`src/rtl/dcache_port_arb.sv`:
```
// dcache_port_arb
//   Shares one dcache request port among NREQ in-order requesters.
//   Round-robin grant; a grant that the dcache does not accept is locked
//   until accepted. Each accepted requester ID is queued in an in-order FIFO
//   so that m_data_ok/m_rdata can be steered back to the right requester.
// Ports
//   clk_i, reset_i          clock, synchronous active-high reset
//   req_i/we_i/addr_i/wstrb_i/wdata_i   per-requester request (flat, i at [i*W+:W])
//   addr_ok_o, data_ok_o    per-requester accept / response strobes
//   rdata_o                 response data, broadcast
//   m_req_o..m_wdata_o      granted request towards the dcache
//   m_addr_ok_i, m_data_ok_i, m_rdata_i   dcache handshake
//   outstanding_o           accepted-but-unanswered count (0..DEPTH)
//   err_unexp_o             sticky: response arrived with nothing outstanding
module dcache_port_arb #(
  parameter int NREQ   = 2,
  parameter int DEPTH  = 4,
  parameter int DATA_W = 32
) (
  input  logic                     clk_i,
  input  logic                     reset_i,
  input  logic [NREQ-1:0]          req_i,
  input  logic [NREQ-1:0]          we_i,
  input  logic [NREQ*32-1:0]       addr_i,
  input  logic [NREQ*4-1:0]        wstrb_i,
  input  logic [NREQ*DATA_W-1:0]   wdata_i,
  output logic [NREQ-1:0]          addr_ok_o,
  output logic [NREQ-1:0]          data_ok_o,
  output logic [DATA_W-1:0]        rdata_o,
  output logic                     m_req_o,
  output logic                     m_we_o,
  output logic [31:0]              m_addr_o,
  output logic [3:0]               m_wstrb_o,
  output logic [DATA_W-1:0]        m_wdata_o,
  input  logic                     m_addr_ok_i,
  input  logic                     m_data_ok_i,
  input  logic [DATA_W-1:0]        m_rdata_i,
  output logic [$clog2(DEPTH):0]   outstanding_o,
  output logic                     err_unexp_o
);

  localparam int IW = (NREQ > 1) ? $clog2(NREQ) : 1;
  localparam int PW = (DEPTH > 1) ? $clog2(DEPTH) : 1;
  localparam int CW = $clog2(DEPTH) + 1;

  logic [IW-1:0]             rr_ptr_q, rr_ptr_d;
  logic                      lock_valid_q, lock_valid_d;
  logic [IW-1:0]             lock_id_q, lock_id_d;
  logic [DEPTH-1:0][IW-1:0]  fifo_q;
  logic [PW-1:0]             head_q, head_d, tail_q, tail_d;
  logic [CW-1:0]             count_q, count_d;
  logic                      err_q, err_d;

  logic [IW-1:0] gnt;
  logic          found;
  logic [IW:0]   sum;
  logic [IW-1:0] cand;
  logic          accept, pop, full;

  // Grant: locked ID wins; otherwise scan upward from rr_ptr, wrapping mod NREQ.
  always_comb begin
    gnt   = lock_id_q;
    found = 1'b0;
    sum   = '0;
    cand  = '0;
    if (!lock_valid_q) begin
      gnt = rr_ptr_q;
      for (int k = 0; k < NREQ; k++) begin
        sum = {1'b0, rr_ptr_q} + (IW+1)'(k);
        if (sum >= (IW+1)'(NREQ)) sum = sum - (IW+1)'(NREQ);
        cand = sum[IW-1:0];
        if (!found && req_i[cand]) begin
          gnt   = cand;
          found = 1'b1;
        end
      end
    end
  end

  assign full    = (count_q == CW'(DEPTH));
  assign m_req_o = (|req_i) && !full;
  assign accept  = m_req_o && m_addr_ok_i;
  assign pop     = m_data_ok_i && (count_q != '0);

  always_comb begin
    m_we_o    = 1'b0;
    m_addr_o  = '0;
    m_wstrb_o = '0;
    m_wdata_o = '0;
    addr_ok_o = '0;
    data_ok_o = '0;
    for (int i = 0; i < NREQ; i++) begin
      if (gnt == IW'(i)) begin
        m_we_o    = we_i[i];
        m_addr_o  = addr_i[i*32 +: 32];
        m_wstrb_o = wstrb_i[i*4 +: 4];
        m_wdata_o = wdata_i[i*DATA_W +: DATA_W];
        addr_ok_o[i] = accept;
      end
      if (fifo_q[head_q] == IW'(i)) data_ok_o[i] = pop;
    end
  end

  assign rdata_o       = m_rdata_i;
  assign outstanding_o = count_q;
  assign err_unexp_o   = err_q;

  always_comb begin
    rr_ptr_d     = rr_ptr_q;
    lock_valid_d = lock_valid_q;
    lock_id_d    = lock_id_q;
    head_d       = head_q;
    tail_d       = tail_q;
    count_d      = count_q;
    err_d        = err_q;
    if (accept) begin
      rr_ptr_d     = (gnt == IW'(NREQ-1)) ? '0 : gnt + 1'b1;
      lock_valid_d = 1'b0;
      tail_d       = tail_q + 1'b1;
    end else if (m_req_o) begin
      // dcache stalled: pin this grant so the request cannot be overtaken
      lock_valid_d = 1'b1;
      lock_id_d    = gnt;
    end
    if (pop) head_d = head_q + 1'b1;
    if (m_data_ok_i && count_q == '0) err_d = 1'b1;
    case ({accept, pop})
      2'b10:   count_d = count_q + 1'b1;
      2'b01:   count_d = count_q - 1'b1;
      default: count_d = count_q;
    endcase
  end

  always_ff @(posedge clk_i) begin
    if (reset_i) begin
      rr_ptr_q     <= '0;
      lock_valid_q <= 1'b0;
      lock_id_q    <= '0;
      head_q       <= '0;
      tail_q       <= '0;
      count_q      <= '0;
      err_q        <= 1'b0;
    end else begin
      rr_ptr_q     <= rr_ptr_d;
      lock_valid_q <= lock_valid_d;
      lock_id_q    <= lock_id_d;
      head_q       <= head_d;
      tail_q       <= tail_d;
      count_q      <= count_d;
      err_q        <= err_d;
    end
  end

  // ID storage needs no reset: entries are only read while count_q covers them.
  always_ff @(posedge clk_i) begin
    if (!reset_i && accept) fifo_q[tail_q] <= gnt;
  end

endmodule

```
`config.mk`:
```
export PLATFORM = sky130hd
export DESIGN_NAME = dcache_port_arb
export DESIGN_NICKNAME = d
export VERILOG_FILES = /design/src/rtl/dcache_port_arb.sv
export SDC_FILE = /design/constraint.sdc
export NUM_CORES = 1
export LEC_CHECK = 0
export BUFFER_PORTS_ARGS = -buffer_cell sky130_fd_sc_hd__buf_2
export CELL_PAD_IN_SITES_DETAIL_PLACEMENT = 1
export CELL_PAD_IN_SITES_GLOBAL_PLACEMENT = 2
export CORE_UTILIZATION = 16
export DETAILED_ROUTE_END_ITERATION = 8
export HOLD_SLACK_MARGIN = 0.03
export PLACE_DENSITY_LB_ADDON = 0.1
export SLEW_MARGIN = 5
export SYNTH_ARGS = -nofsm -noshare
export SYNTH_HDL_FRONTEND = slang
export SYNTH_SLANG_ARGS = --single-unit
```
`constraint.sdc`:
```
create_clock -name clk_i -period 5.2 [get_ports clk_i]
set_input_delay 0.26 -clock clk_i [delete_from_list [all_inputs] [get_ports clk_i]]
set_output_delay 0.26 -clock clk_i [all_outputs]
set_load 0.05 [all_outputs]
```
==> results by group, run 1 <==
STA
  • Max-slew violation total from the final report: 0
  • Actual transition at the worst max-transition pin: roughly 580 ps
  • Unrepaired setup endpoints after global routing: false
  • Maximum clock rate: roughly 0.42 GHz
  • Endpoints failing setup: 0
  • Clock period minus final worst setup slack: 2360 ps
  • Final sum of negative setup slack: 0 ps
  • Clock Skew: 1.55 ps
  • Period Utilization, post-route: 0.454
  • Final hold violations: 0
  • Worst hold-check slack: around 280 ps
  • Relative max-transition margin: 0.613

Run status
  • Outcome: completed

Setup path
  • Length in cells of the worst reg-to-reg path: 9
  • Crit path buf inv count: 2
  • Worst Setup End Kind: flop
  • Critical Path RT: 5380 ps
  • Maximum cell stage delay along the critical path: 410 ps
  • Flop2flop setup slack: 2840 ps
  • Cell breakdown of the critical path: or3b_1, and2_1, inv_2, ha_1, inv_1, fa_1, xor2_1, or3_1, a21oi_1
  • Critical path start-end classification: reg2reg
  • Largest fanout on the critical path: 7
  • Worst reg2reg path startpoint: outstanding_o[2]$_SDFFE_PP0P_
  • Top cell family by delay on the critical path: simple AND/OR/NAND/NOR gates
  • Crit path launch type: flop
  • Endpoint of the worst register-to-register path: outstanding_o[2]$_SDFFE_PP0P_
  • CP Data Arrival Time: approximately 2500 ps
  • Crit-path slowest cell: dfxtp_1

Logic synthesis
  • Top-count cell post-synth: mux2_4
  • Post-Syn Nets: 371
  • Synthesized instance count: 189
  • Synth area leaders: mux2_4, buf_4, dfxtp_1
  • Prevailing post-synth register cell: dfxtp_1
  • Share of synthesized flip-flops with an asynchronous set or reset: 0
  • Dominant cell type by area after synthesis: mux2_4
  • Netlist cell types: 29
  • Synthesis-stage register bit count: 15
  • Synth warn: 0
  • Synth cell count leaders: mux2_4, buf_4, nor2_1, dfxtp_1
  • Average instance area after synthesis: ~11 um2
  • Number of flops mapped to enable cells by yosys: 4
  • Syn Std Cell Area: 2160 um2
  • Proportion of synthesized chip area in sequential cells: 0.157
  • Proportion of netlist area held by the largest area contributor: 0.459

Place
  • RePlAce Congestion: between 0.7 and 0.8
  • Half-perimeter wire length after placement: 7.40 mm
  • # port buffers: 221

Routing
  • Number of DRC markers after the initial detailed-route iteration: 28
  • Via density per instance: roughly 3.8
  • Routed WL per cell: 15.5 um
  • Remaining number of nets flagged by the antenna check after routing: 0
  • DRC viols: 0
  • First-pass DRT Iterations: 4
  • Total number of vias: 2100
  • Aggregate routed wire length: between 8 and 9 mm

Die
  • Top-level port count: approximately 290
  • Die span in y: 118 um
  • Width of the chip: 118 um
  • DIE AREA: 14000 um2
  • Number of placement rows: 42
  • Initial cell density of the core: 0.164
  • Core area: between 10000 and 15000 um2

Finish
  • Area overhead of the layout relative to synthesis: 48.3%
  • Utilization after layout: 0.243
  • Fraction of final layout cells sized beyond drive strength 1: 0.799
  • # nets final: 557
  • Register cell area after layout: 340 um2
  • Fill cell instance count of the final layout: 1579
  • Multi-input gate area: 1410 um2

CTS
  • Clock-pin transition on the worst setup and hold timing paths: 50 ps
  • Postcts setup bufs: 0
  • Quantity of hold-fixing buffers added after cts: 0
  • Number of clock sinks: 15
  • CTS tree: done
  • Root buffer selected by CTS: clkbuf_16
  • Worst-skew pair later-pin latency: between 200 and 300 ps
  • Number of buffers inserted during clock tree synthesis: 3
  • Post-cts gate resize count: 0
  • H-tree level count: 1
  • Clock Tree Buf Depth: 2

Worst hold path
  • Capture endpoint of the worst hold path: err_unexp_o$_SDFFE_PP0P_
  • Class of the tightest hold or removal check: in2reg
  • Min-delay src: m_data_ok_i
  • Hold path cells: 3

Pwr
  • Leakage power summed over all cells: 0.00183 uW
  • Ratio of total power to cell area: 365 nW/um2
  • Largest voltage drop on the vdd net: about 0.00018 V
  • Power Total: 1170 uW

Global routing
  • Overflow left after global routing: 0
  • Pin count of the biggest net entering global routing: 74
  • All-Layer GR Usage: 0.115
  • First-pass GRT wire length: 12.2 mm
  • Antenna violations before repair: 1
  • Vias in the first global route: 2051

Run
  • Total of max-cap violations: 0
==> tightest hold or removal path, delay by kind of cell <==
kind | cells | cell delay, ps
buf+inv | 1 | 90
simple gates | 1 | 80
compound gates | 1 | 60
==> stage by stage <==
stage | cell area (um2) | setup slack, ps | cells
after floorplan | 2160 | 2650 | 189
after global placement | 3120 | 2860 | 546
after detailed placement | 3120 | 2810 | 546
after CTS | 3200 | 2790 | 550
after global routing | 3200 | 2660 | 550
final | 3200 | 2840 | 551
==> layout make-up <==
class                      count  share of cell area
inverter                       8             0.00937
clock inverter                 1             0.00156
sequential                    15               0.106
clock buffer                   3              0.0234
multi-input combinational    125               0.439
tap                          176              0.0687
antenna                        1            0.000781
timing repair buffer         222               0.351
==> state kept, by name, summed over array words and instances (netlist names) <==
signal         cells
fifo_q             4
outstanding_o      3
head_q             2
tail_q             2
err_unexp_o        1
lock_id_q          1
lock_valid_q       1
rr_ptr_q           1
==> power by group <==
part,switching (uW),total (uW),internal [uW]
clock,50.4,153,103
sequential,28.9,175,146
combinational,544,840,296
total,623,1170,545
==> logic make-up after synthesis <==
family                     synth area share
xor gates and xnor gates             0.0203
and+or+nand+nor                      0.0718
DFF                                   0.158
AOI/OAI and AO/OA                    0.0347
muxes                                 0.485
adders and majority gates            0.0382
buffers and inverters                 0.193
==> per-layer routing <==
metal,global-route usage,vias up,part of all wire
li1,-,988,-
met1,0.121,991,0.39
met2,0.221,113,0.52
met3,0.0352,8,0.075
met4,0.0280,0,0.010
met5,0,-,0
==> worst max path at each step <==
| stage | from | endpoint | slack [ps] | cells after the start |
|---|---|---|---|---|
| detailed placement | outstanding_o[2]$_SDFFE_PP0P_ | outstanding_o[2]$_SDFFE_PP0P_ | 2810 | 9 |
| global route | outstanding_o[2]$_SDFFE_PP0P_ | outstanding_o[2]$_SDFFE_PP0P_ | 2660 | 9 |
| floorplan | outstanding_o[2]$_SDFFE_PP0P_ | outstanding_o[2]$_SDFFE_PP0P_ | 2650 | 9 |
| CTS | outstanding_o[2]$_SDFFE_PP0P_ | outstanding_o[2]$_SDFFE_PP0P_ | 2790 | 9 |
| global placement | outstanding_o[2]$_SDFFE_PP0P_ | outstanding_o[2]$_SDFFE_PP0P_ | 2860 | 9 |
| finish | outstanding_o[2]$_SDFFE_PP0P_ | outstanding_o[2]$_SDFFE_PP0P_ | 2840 | 9 |
==> placed cells by master (no fill, tap or decap), types with 3 or more instances in the layout <==
master,count
buf_2,221
mux2_4,66
nor2_1,15
dfxtp_1,11
inv_1,6
and2_1,6
a21oi_1,5
ha_1,5
nand2_1,4
edfxtp_1,4
mux2_2,3
xor2_1,3
clkbuf_16,3
No activity file was read; power rests on OpenSTA's default activity.
==> run 2: changes to the inputs <==
CORE_UTILIZATION = 14   (was 16)
clock period = 2 ns   (was 5.2 ns; I/O delays follow)
==> run 2 against run 1 <==
Compared with the run above: the run now ends with setup timing left; largest cell class unchanged; via count grew 1.6%; cell count grew 5.3%; register-to-register slack lost 2900 ps; non-clock buffer count grew 16; flip-flop and latch count is the same.
==> results by group, run 2 (synthesis gave the netlist of run 1 again) <==
Pwr
  • Power Total: 3310 uW
  • Largest voltage drop on the vdd net: 0.000560 V
  • Leakage power summed over all cells: ~0.0020 uW
  • Ratio of total power to cell area: 947 nW/um2

Worst hold path
  • Class of the tightest hold or removal check: in2reg

Place
  • # port buffers: 221
  • RePlAce Congestion: 0.673
  • Standard cell area after detailed placement: 3260 um2
  • Half-perimeter wire length after placement: approximately 8.1 mm

Global routing
  • All-Layer GR Usage: 0.103
  • Pin count of the biggest net entering global routing: 33
  • Antenna violations before repair: 2
  • Overflow left after global routing: 0
  • First-pass GRT wire length: 12.4 mm
  • Vias in the first global route: between 2000 and 2500

Setup path
  • Cell breakdown of the critical path: or3b_1, and2_4, inv_4, ha_4, inv_2, fa_2, xor2_1, or3_1, a21oi_1
  • Largest fanout on the critical path: 2
  • Critical path start-end classification: reg2reg
  • Crit path launch type: flop
  • Critical Path RT: 2170 ps
  • CP Data Arrival Time: 2220 ps
  • Maximum cell stage delay along the critical path: about 360 ps
  • Crit-path slowest cell: or3b_1
  • Worst Setup End Kind: flop

Die
  • Core area: 15100 um2
  • Initial cell density of the core: 0.143
  • Die span in y: 126 um
  • Number of placement rows: 45
  • DIE AREA: 15900 um2
  • Width of the chip: 126 um
  • Top-level port count: 286

Routing
  • Remaining number of nets flagged by the antenna check after routing: 0
  • Routed WL per cell: around 17 um
  • Total number of vias: roughly 2100
  • Aggregate routed wire length: 9.64 mm
  • First-pass DRT Iterations: 3
  • Number of DRC markers after the initial detailed-route iteration: 40
  • DRC viols: 0
  • Via density per instance: ~3.7

STA
  • Period Utilization, post-route: 1.03
  • Clock period minus final worst setup slack: 2050 ps
  • Max-slew violation total from the final report: 0
  • Relative max-transition margin: 0.800
  • Endpoints failing setup: 1
  • Worst-case setup margin in the final layout: -51.4 ps
  • Final hold violations: 0
  • Maximum clock rate: 0.487 GHz
  • Unrepaired setup endpoints after global routing: true
  • Clock Skew: about 1.4 ps
  • Actual transition at the worst max-transition pin: 298 ps
  • Worst hold-check slack: 122 ps
  • Final sum of negative setup slack: -51.4 ps

CTS
  • Number of buffers inserted during clock tree synthesis: 3
  • H-tree level count: 1
  • CTS tree: done
  • Clock Tree Buf Depth: 2
  • Clock-pin transition on the worst setup and hold timing paths: 50 ps
  • Root buffer selected by CTS: clkbuf_16
  • Worst-skew pair later-pin latency: 240 ps
  • Quantity of hold-fixing buffers added after cts: 0
  • Number of clock sinks: 15

Finish
  • Register with the most flip-flops: fifo_q
  • Commonest non-fill, non-tap cells in the layout: buf_2, mux2_4, nor2_1, buf_4, dfxtp_1
  • Fill cell instance count of the final layout: approximately 1800
  • Fraction of final layout cells sized beyond drive strength 1: 0.831
  • # nets final: 574
  • Area overhead of the layout relative to synthesis: 62.0%
  • Most common cell after layout, fill and taps aside: buf_2
  • Final cell area excluding filler cells: 3500 um2
  • Utilization after layout: 0.231
  • Number of flip-flops under the largest register name: 4

Run status
  • Outcome: finished with violations
  • Violations in the final reports: setup timing

Run
  • Total of max-cap violations: 0
run 2: changes by cell type in the layout (fill, tap and decap cells not counted), moves of 2 or more:
| cell | delta |
|---|---|
| buf_6 | +2 |
| buf_4 | +10 |
| dfxtp_2 | +2 |
| o31a_4 | +2 |
| buf_2 | -3 |
| clkbuf_16 | +3 |
| dfxtp_1 | -4 |
| clkbuf_4 | +2 |
| buf_12 | +2 |
| dfxtp_4 | +2 |
run 2: worst max-delay path: cells and delay by family (launching register included):
family                   cells  cell delay (ps)
AND/OR/NAND/NOR              3              820
AO/OA/AOI/OAI                1              130
flip-flops                   1              330
adder cells (fa/ha/maj)      2              450
XOR/XNOR                     1              160
buffers and inverters        2               90
run 2: worst paths after layout:
| check | from | to | slack [ps] | cells past startpoint |
|---|---|---|---|---|
| setup / recovery | outstanding_o[0]$_SDFFE_PP0P_ | outstanding_o[2]$_SDFFE_PP0P_ | -50 | 9 |
| hold / removal | m_data_ok_i | err_unexp_o$_SDFFE_PP0P_ | 120 | 3 |
| setup reg to reg | outstanding_o[0]$_SDFFE_PP0P_ | outstanding_o[2]$_SDFFE_PP0P_ | -50 | 9 |
| hold reg to reg | err_unexp_o$_SDFFE_PP0P_ | err_unexp_o$_SDFFE_PP0P_ | 470 | 2 |
run 2: layout make-up:
type                            count  area [um2]  area share
Multi-Input combinational cell    126        1460       0.418
Timing Repair Buffer              238        1340       0.383
Sequential cell                    15         350       0.100
Tap cell                          188         235      0.0672
Clock buffer                        4        78.8      0.0225
Inverter                            8        32.5     0.00930
Antenna cell                        1        2.50    0.000715
run 2: routing by layer:
metal,vias up,wire length (um),track usage
li1,1034,-,-
met1,979,3860,0.118
met2,114,4820,0.186
met3,4,925,0.0391
met4,2,10,0.0113
met5,-,15,0
run 2: stage by stage:
| step | worst slack, ps | instances |
|---|---|---|
| 2_1_floorplan | -154 | 189 |
| 3_3_place_gp | -49.5 | 567 |
| 3_5_place_dp | -75.6 | 567 |
| 4_1_cts | -86.8 | 571 |
| 5_1_grt | -149 | 579 |
| 6_report | -51.4 | 580 |
run 2: what timing repair did:
action                                  in CTS  in global routing
endpoints found under the setup margin       2                 37
setup buffers                                0                  2
resized for setup                            0                 10
cloned                                       0                  6
pin swaps                                    3                  3
run 2: power by group:
| group | total [uW] | switching (uW) | internal (uW) |
|---|---|---|---|
| registers | 439 | 48.4 | 391 |
| clock network | 383 | 114 | 269 |
| logic | 2490 | 1540 | 956 |
==> run 3: changes to the inputs <==
--- a/config.mk
+++ b/config.mk
@@ -10,3 +10,3 @@
 export CELL_PAD_IN_SITES_GLOBAL_PLACEMENT = 2
-export CORE_UTILIZATION = 14
+export CORE_UTILIZATION = 16
 export DETAILED_ROUTE_END_ITERATION = 8
==> constraint.sdc (replaced) <==
create_clock -name clk_i -period 2.4 [get_ports clk_i]
set_input_delay 0.24 -clock clk_i [delete_from_list [all_inputs] [get_ports clk_i]]
set_output_delay 0.24 -clock clk_i [all_outputs]
set_load 0.05 [all_outputs]
==> run 3 against run 2 <==
Compared with the run above: the run now ends clean; combinational power is 24% lower; worst hold slack better by 140 ps; cell count is 4.0% lower; cell area is 6.7% lower; maximum frequency is 9.9% lower; critical path depth stayed put.
==> results by group, run 3 (synthesis gave the netlist of run 1 again) <==
Run status
  • Outcome: completed

Place
  • # port buffers: 221
  • Cell total after placement: 552
  • Half-perimeter wire length after placement: between 7 and 8 mm
  • Standard cell area after detailed placement: 3180 um2
  • RePlAce Congestion: between 0.6 and 0.7

Setup path
  • CP Data Arrival Time: 2450 ps
  • Length in cells of the worst reg-to-reg path: 9
  • Worst reg2reg path startpoint: outstanding_o[0]$_SDFFE_PP0P_
  • Cell breakdown of the critical path: or3b_1, and2_2, inv_2, ha_1, inv_1, fa_1, xor2_1, or3_1, a21oi_1
  • Critical path start-end classification: reg2reg
  • Critical Path RT: 2570 ps
  • Crit-path slowest cell: or3b_1
  • Maximum cell stage delay along the critical path: 370 ps
  • Flop2flop setup slack: 120 ps
  • Crit path launch type: flop
  • Largest fanout on the critical path: 7
  • Worst Setup End Kind: flop
  • Endpoint of the worst register-to-register path: outstanding_o[2]$_SDFFE_PP0P_

Global routing
  • Overflow left after global routing: 0
  • Antenna violations before repair: 1
  • First-pass GRT wire length: 12.4 mm
  • Pin count of the biggest net entering global routing: 27
  • Vias in the first global route: 2090
  • All-Layer GR Usage: 0.116

CTS
  • Root buffer selected by CTS: clkbuf_16
  • Worst-skew pair later-pin latency: 240 ps
  • Quantity of hold-fixing buffers added after cts: 0
  • Postcts setup bufs: 0
  • H-tree level count: 1
  • Number of clock sinks: 15
  • Clock Tree Buf Depth: 2
  • CTS tree: done
  • Post-cts gate resize count: 0
  • Clock-pin transition on the worst setup and hold timing paths: about 50 ps
  • Number of buffers inserted during clock tree synthesis: 3

Finish
  • Fill cell instance count of the final layout: 1593
  • # nets final: 563
  • Commonest non-fill, non-tap cells in the layout: buf_2, mux2_4, nor2_1, dfxtp_1, inv_1
  • Final cell area excluding filler cells: 3270 um2
  • Register with the most flip-flops: fifo_q
  • Number of flip-flops under the largest register name: 4
  • Fraction of final layout cells sized beyond drive strength 1: 0.813
  • Most common cell after layout, fill and taps aside: buf_2
  • Area overhead of the layout relative to synthesis: 51.2%
  • Non-Filler Instances: 557

STA
  • Max-slew violation total from the final report: 0
  • Actual transition at the worst max-transition pin: 359 ps
  • Period Utilization, post-route: 0.949
  • Final hold violations: 0
  • Relative max-transition margin: 0.760
  • Clock period minus final worst setup slack: 2280 ps
  • Unrepaired setup endpoints after global routing: false
  • Clock Skew: 0.643 ps
  • Endpoints failing setup: 0
  • Final sum of negative setup slack: 0 ps
  • Maximum clock rate: 0.439 GHz

Pwr
  • Switching power: around 1400 uW
  • Ratio of total power to cell area: 793 nW/um2
  • Sequential share of power: 0.142
  • Clock network fraction of design power: 0.128
  • Power Internal: 1220 uW
  • Fraction of power consumed by combinational cells: 0.730
  • Sw frac: 0.528
  • Largest voltage drop on the vdd net: 0.000435 V
  • Leakage power summed over all cells: 0.00186 uW

Worst hold path
  • Hold path cells: 3
  • Capture endpoint of the worst hold path: err_unexp_o$_SDFFE_PP0P_
  • Class of the tightest hold or removal check: in2reg
  • Min-delay src: m_data_ok_i

Routing
  • Top sig layer: met5
  • Met3 wirelength from detailed routing: 753 um
  • Remaining number of nets flagged by the antenna check after routing: 0
  • Length of routed wiring on met1: 3.14 mm
  • Via density per instance: 3.72
  • DRC viols: 0
  • Routed WL per cell: around 15 um
  • Number of DRC markers after the initial detailed-route iteration: 52
  • Total number of vias: 2072
  • First-pass DRT Iterations: 4
  • Aggregate routed wire length: 8.49 mm
  • Met2 WL: about 4.5 mm

Die
  • Initial cell density of the core: 0.164
  • Width of the chip: around 120 um
  • Top-level port count: 286
  • Die span in y: 118 um
  • Number of placement rows: 42
  • DIE AREA: 14000 um2
  • Core area: 13200 um2

Run
  • Total of max-cap violations: 0
==> run 3: through the flow <==
step	hold slack (ps)	utilization	setup WS [ps]	power, uW
6_report	265	0.248	123	2590
5_1_grt	276	0.247	4.45	2740
4_1_cts	266	0.247	91.9	2630
3_5_place_dp	473	0.241	114	2280
3_3_place_gp	455	0.241	161	2290
2_1_floorplan	381	-	33.6	2040
==> run 3: power by group through the flow <==
stage	registers (uW)	clock network [uW]	logic (uW)
floorplan	464	0	1570
global placement	371	0	1920
detailed placement	372	0	1910
CTS	368	339	1920
global route	375	346	2020
finish	367	332	1890
==> run 3: metal layers <==
metal  up-vias  track usage
met2       118        0.219
met5         -            0
met1       935        0.125
met3        10       0.0381
li1       1007            -
met4         2       0.0224
==> run 3: worst max-delay path by stage <==
| stage | startpoint | to | slack [ps] | cells past startpoint |
|---|---|---|---|---|
| finish | outstanding_o[0]$_SDFFE_PP0P_ | outstanding_o[2]$_SDFFE_PP0P_ | 120 | 9 |
| global route | outstanding_o[0]$_SDFFE_PP0P_ | outstanding_o[2]$_SDFFE_PP0P_ | 4 | 9 |
| CTS | outstanding_o[0]$_SDFFE_PP0P_ | outstanding_o[2]$_SDFFE_PP0P_ | 90 | 9 |
| detailed placement | outstanding_o[0]$_SDFFE_PP0P_ | outstanding_o[2]$_SDFFE_PP0P_ | 110 | 9 |
| global placement | outstanding_o[0]$_SDFFE_PP0P_ | outstanding_o[2]$_SDFFE_PP0P_ | 160 | 9 |
| floorplan | outstanding_o[2]$_SDFFE_PP0P_ | outstanding_o[2]$_SDFFE_PP0P_ | 30 | 9 |
==> run 3: area by class of cell <==
type / count / area, um2 / share of cell area
Sequential cell: 15 / 344 / 0.105
Timing Repair Buffer: 228 / 1180 / 0.362
Clock buffer: 3 / 75.1 / 0.0230
Inverter: 8 / 30.0 / 0.00919
Multi-Input combinational cell: 125 / 1410 / 0.430
Antenna cell: 1 / 2.50 / 0.000766
Tap cell: 176 / 220 / 0.0674
Clock inverter: 1 / 5.00 / 0.00153
==> run 3: worst max-delay path, delay by kind of cell (launching register included) <==
family | cells | cell delay [ps]
DFF | 1 | 350
adders and majority gates | 2 | 550
and+or+nand+nor | 3 | 880
buffers and inverters | 2 | 120
AOI/OAI and AO/OA | 1 | 140
xor gates and xnor gates | 1 | 160
